<file path="config.mk">
export PLATFORM = sky130hd
export DESIGN_NAME = toggle_memory
export DESIGN_NICKNAME = d
export VERILOG_FILES = /design/src/rtl/toggle_memory.sv
export SDC_FILE = /design/constraint.sdc
export NUM_CORES = 1
export LEC_CHECK = 0
export ABC_CLOCK_PERIOD_IN_PS = 1440
export CORE_AREA = 2 2 39 41
export DETAILED_ROUTE_END_ITERATION = 6
export DIE_AREA = 0 0 41 43
export PLACE_DENSITY = 0.64
export SLEW_MARGIN = 20
export SYNTH_ARGS = -nofsm -noshare
export SYNTH_HDL_FRONTEND = slang
export SYNTH_SLANG_ARGS = --single-unit
</file>
<file path="constraint.sdc">
create_clock -name clk -period 1.44 [get_ports clk]
set_input_delay 0.144 -clock clk [delete_from_list [all_inputs] [get_ports clk]]
set_output_delay 0.144 -clock clk [all_outputs]
set_load 0.02 [all_outputs]
</file>
<file path="src/rtl/toggle_memory.sv">
// Per-ID single-bit toggle store: one synchronous read-modify-write toggle port
// and one asynchronous read port, shaped to map onto distributed RAM.
module toggle_memory #(
  parameter int MAX_IDS = 8,
  parameter int ID_W    = $clog2(MAX_IDS)
) (
  input  logic            clk,
  input  logic            rst,
  input  logic            toggle,
  input  logic [ID_W-1:0] toggle_id,
  input  logic [ID_W-1:0] read_id,
  output logic            read_data
);

  // The declaration initialiser gives a known all-zero state at configuration,
  // so the store is usable before the first rst.
  logic [MAX_IDS-1:0] mem = '0;

  // NOTE: this memory is cleared by reset on purpose; consumers rely on every ID
  // reading free afterwards. Non-blocking assignment keeps the read-modify-write
  // reading the pre-edge value, so a same-cycle read sees the old bit.
  always_ff @(posedge clk) begin
    if (rst) begin
      mem <= '0;
    end else if (toggle) begin
      mem[toggle_id] <= ~mem[toggle_id];
    end
  end

  // Zero-latency read with no bypass from the write port.
  assign read_data = mem[read_id];

endmodule

</file>
==> summary.md, run 1 <==
### Pwr
* combinational group share of total power: 18.4%
* Max rail drop VDD: 371 uV
* leakage dissipation: 0.257 nW
* total power consumption of the routed design: 0.500 mW
* Sw Pwr: 0.115 mW
* internal cell power: 0.385 mW
* switching share of total power: 23.0%
* clock share of power: 34.2%
* sequential cell fraction of total power: 47.4%
* power density cells: 798 nW/um2

### Floorplanning
* Std-Cell Rows: 14
* starting utilization of the core area: 29.4%
* core outline area: 1380 um2
* die outline area: 1760 um2
* I/O pin count: 10
* DIE HEIGHT: 43 um
* die span in x: 41 um

### Logic synthesis
* top cells by area, synth: dfxtp_1 39%, mux4_1 13%, and4bb_2 9.2%, xnor2_1 8.6%, xor2_1 8.6%
* post-synthesis register bit count: 8
* sequential area share after synthesis: 39.4%
* top-area cell type share of the netlist area: 39.4%
* cells after synthesis: 36
* dominant synthesized flop cell: dfxtp_1
* number of flops mapped to enable cells by yosys: 0
* async set-reset flop share out of synthesis: 0%
* synthesized area per cell: 11.3 um2
* most area-hungry cell type in the Yosys netlist: dfxtp_1
* Commonest cells post-synth: 8 x dfxtp_1, 8 x nor2_1, 4 x xnor2_1, 4 x xor2_1
* synthesized area: 407 um2
* synth unique cells: 11
* yosys synthesis warning count: 0
* number of nets produced by synthesis: 45

### Routing
* DR WL met3: 59 um
* total vias in the final route: 347
* met2 wire length: 471 um
* remaining antenna violation count after routing: 0
* DR top layer: met3
* via-per-instance ratio: 4.63
* Iteration-0 DRC Markers: 5
* drt drc: 0
* first-pass detailed-route iteration total: 4
* wire length reported by the detailed router: 984 um
* routed metal-1 wirelength: 453 um
* post-detailed-route wirelength per cell: 13.1 um

### Timing
* achievable frequency: 0.635 GHz
* final-layout worst hold slack: 0.592 ns
* shortest period the worst path allows: 1.57 ns
* largest clock skew in the final design: 0 ns
* slew at the pin closest to its max-slew limit: 0.341 ns
* worst max-slew margin expressed relative to the limit: 77.0%
* final-report hold violation count: 0
* setup ws final: -0.135 ns
* RSZ-0062 raised after global routing: yes
* number of setup violations in the final report: 1
* Fin Setup TNS: -0.135 ns
* fin crit share: 109%
* final count of pins violating max slew: 0

### Placed design
* final weighted congestion in routability-driven placement: 0.662
* post-place instance area: 596 um2
* PortBufs: 9
* post-placement cell count: 71
* post-DP HPWL: 726 um

### Critical path
* CP startpoint kind: flip-flop
* CP required: 1.30 ns
* cell-by-cell trace of the critical path: mux4_2, mux2_4, buf_6
* critical path type: flip-flop to output pin
* top cell family by delay on the critical path: multiplexers
* combined buffer and inverter count along the critical path: 1
* Worst Path Arrival: 1.43 ns
* CP max stage cell: mux4_2
* maximum fanout encountered on the critical timing path: 2
* largest stage delay on the critical path: 0.45 ns
* Crit. End Element: output pin

### Cells and area
* filler instances: 135
* number of antenna repair diodes: 0
* Regs by FF count: mem (8)
* share of cells above drive strength 1: 45.8%
* net count of the finished layout: 70
* Layout Area Growth over Synthesis: 54.2%
* number of flip-flops under the largest register name: 8
* most flop-heavy register: mem
* final std cells w/o fill: 75
* Layout Cell Area excl Fill: 627 um2

### Global routing
* global-route total usage across every layer: 12.7%
* number of antenna violations at the first check in global routing: 0
* via count of the first global-routing pass: 337
* wire length of the first global-routing pass: 1440 um
* residual overflow from global routing: 0
* maximum number of pins on one net before global-route repair: 9

### Clock tree
* CTS clk-pin slew, worst paths: 0.05 ns
* clock tree from TritonCTS: done
* number of buffers inserted by hold repair at cts: 0
* Sinks on Clock Net: 8
* later-pin clock latency in the skew report: 0.25 ns
* count of H-tree levels built during CTS: 1
* Clock Path Buffers: 2
* CTS root buffer: clkbuf_4
* CTS buffer count: 3

### Run status
* outcome: complete, but fails checks
* violations in the final reports: setup timing

### Hold path
* worst min-delay path category: flip-flop to flip-flop

### Flow run
* Max Cap Viol: 0

[power by group through the flow]
stage                     clock [mW]  combinational, mW  sequential [mW]
after global placement             0             0.0888            0.239
after CTS                      0.179             0.0914            0.237
after global routing           0.191              0.100            0.237
after detailed placement           0             0.0898            0.240
after floorplan                    0             0.0334            0.239
final                          0.171             0.0922            0.237
[worst paths after layout]
| check | start | endpoint | slack [ns] | cells after the start |
|---|---|---|---|---|
| setup / recovery | mem[1] | read_data | -0.13 | 3 |
| hold / removal | mem[7] | mem[7] | 0.59 | 3 |
| setup reg to reg | mem[6] | mem[6] | 0.59 | 4 |
| hold reg to reg | mem[7] | mem[7] | 0.59 | 3 |
[cell type report]
type	count	area (um2)	area share, %
Tap cell	16	20.0	3.19
Multi-Input combinational cell	27	239	38.1
Timing Repair Buffer	21	179	28.5
Sequential cell	8	166	26.5
Clock buffer	3	22.5	3.59
[what timing repair did]
item                       CTS  global route
setup endpoints to repair    1             1
gates resized for setup     15             1
buffers inserted             0             1
[logic make-up after synthesis]
logic type | after synthesis | share of synthesized area [%]
XOR/XNOR | 8 | 17.2
multiplexers | 3 | 15.7
AND/OR/NAND/NOR | 16 | 26.8
flip-flops | 8 | 39.4
buffers and inverters | 1 | 0.922
[cells in the final DEF (no fill, tap or decap), types with 3 or more instances in the layout]
cell type | synthesis | routed
xnor2_1 | 4 | 4
clkdlybuf4s50_1 | 0 | 6
and4bb_2 | 3 | 3
dfxtp_2 | 0 | 5
dfxtp_1 | 8 | 3
nor2_1 | 8 | 8
nand4b_1 | 3 | 3
xor2_1 | 4 | 4
clkbuf_4 | 0 | 3
buf_4 | 0 | 12
[worst register-to-register path: cells and delay by family, from the launching register on]
family	cells	cell delay, ns
buf+inv	2	0.24
flops	1	0.31
xor+xnor	1	0.13
simple gates	1	0.05
[routing by layer]
metal	up-vias	track usage, %
met1	161	15.3
li1	177	-
met3	0	3.66
met2	9	18.8
met5	-	0
met4	0	8.00
[stage by stage]
step / util, % / worst slack [ns]
after global placement: 43.0 / -0.687
after CTS: 44.7 / -0.150
final: 45.3 / -0.135
after detailed placement: 43.0 / -0.728
after global routing: 45.3 / -0.183
after floorplan: - / 0.204
No activity file was read; power rests on OpenSTA's default activity.
==> run 2: changes to the inputs <==
--- a/config.mk
+++ b/config.mk
@@ -7,6 +7,7 @@
 export LEC_CHECK = 0
 export ABC_CLOCK_PERIOD_IN_PS = 1440
 export CORE_AREA = 2 2 39 41
+export CTS_CLUSTER_SIZE = 16
 export DETAILED_ROUTE_END_ITERATION = 6
 export DIE_AREA = 0 0 41 43
 export PLACE_DENSITY = 0.64
==> results of run 2 <==
No change in the layout: final DEF, timing and power equal those of run 1.
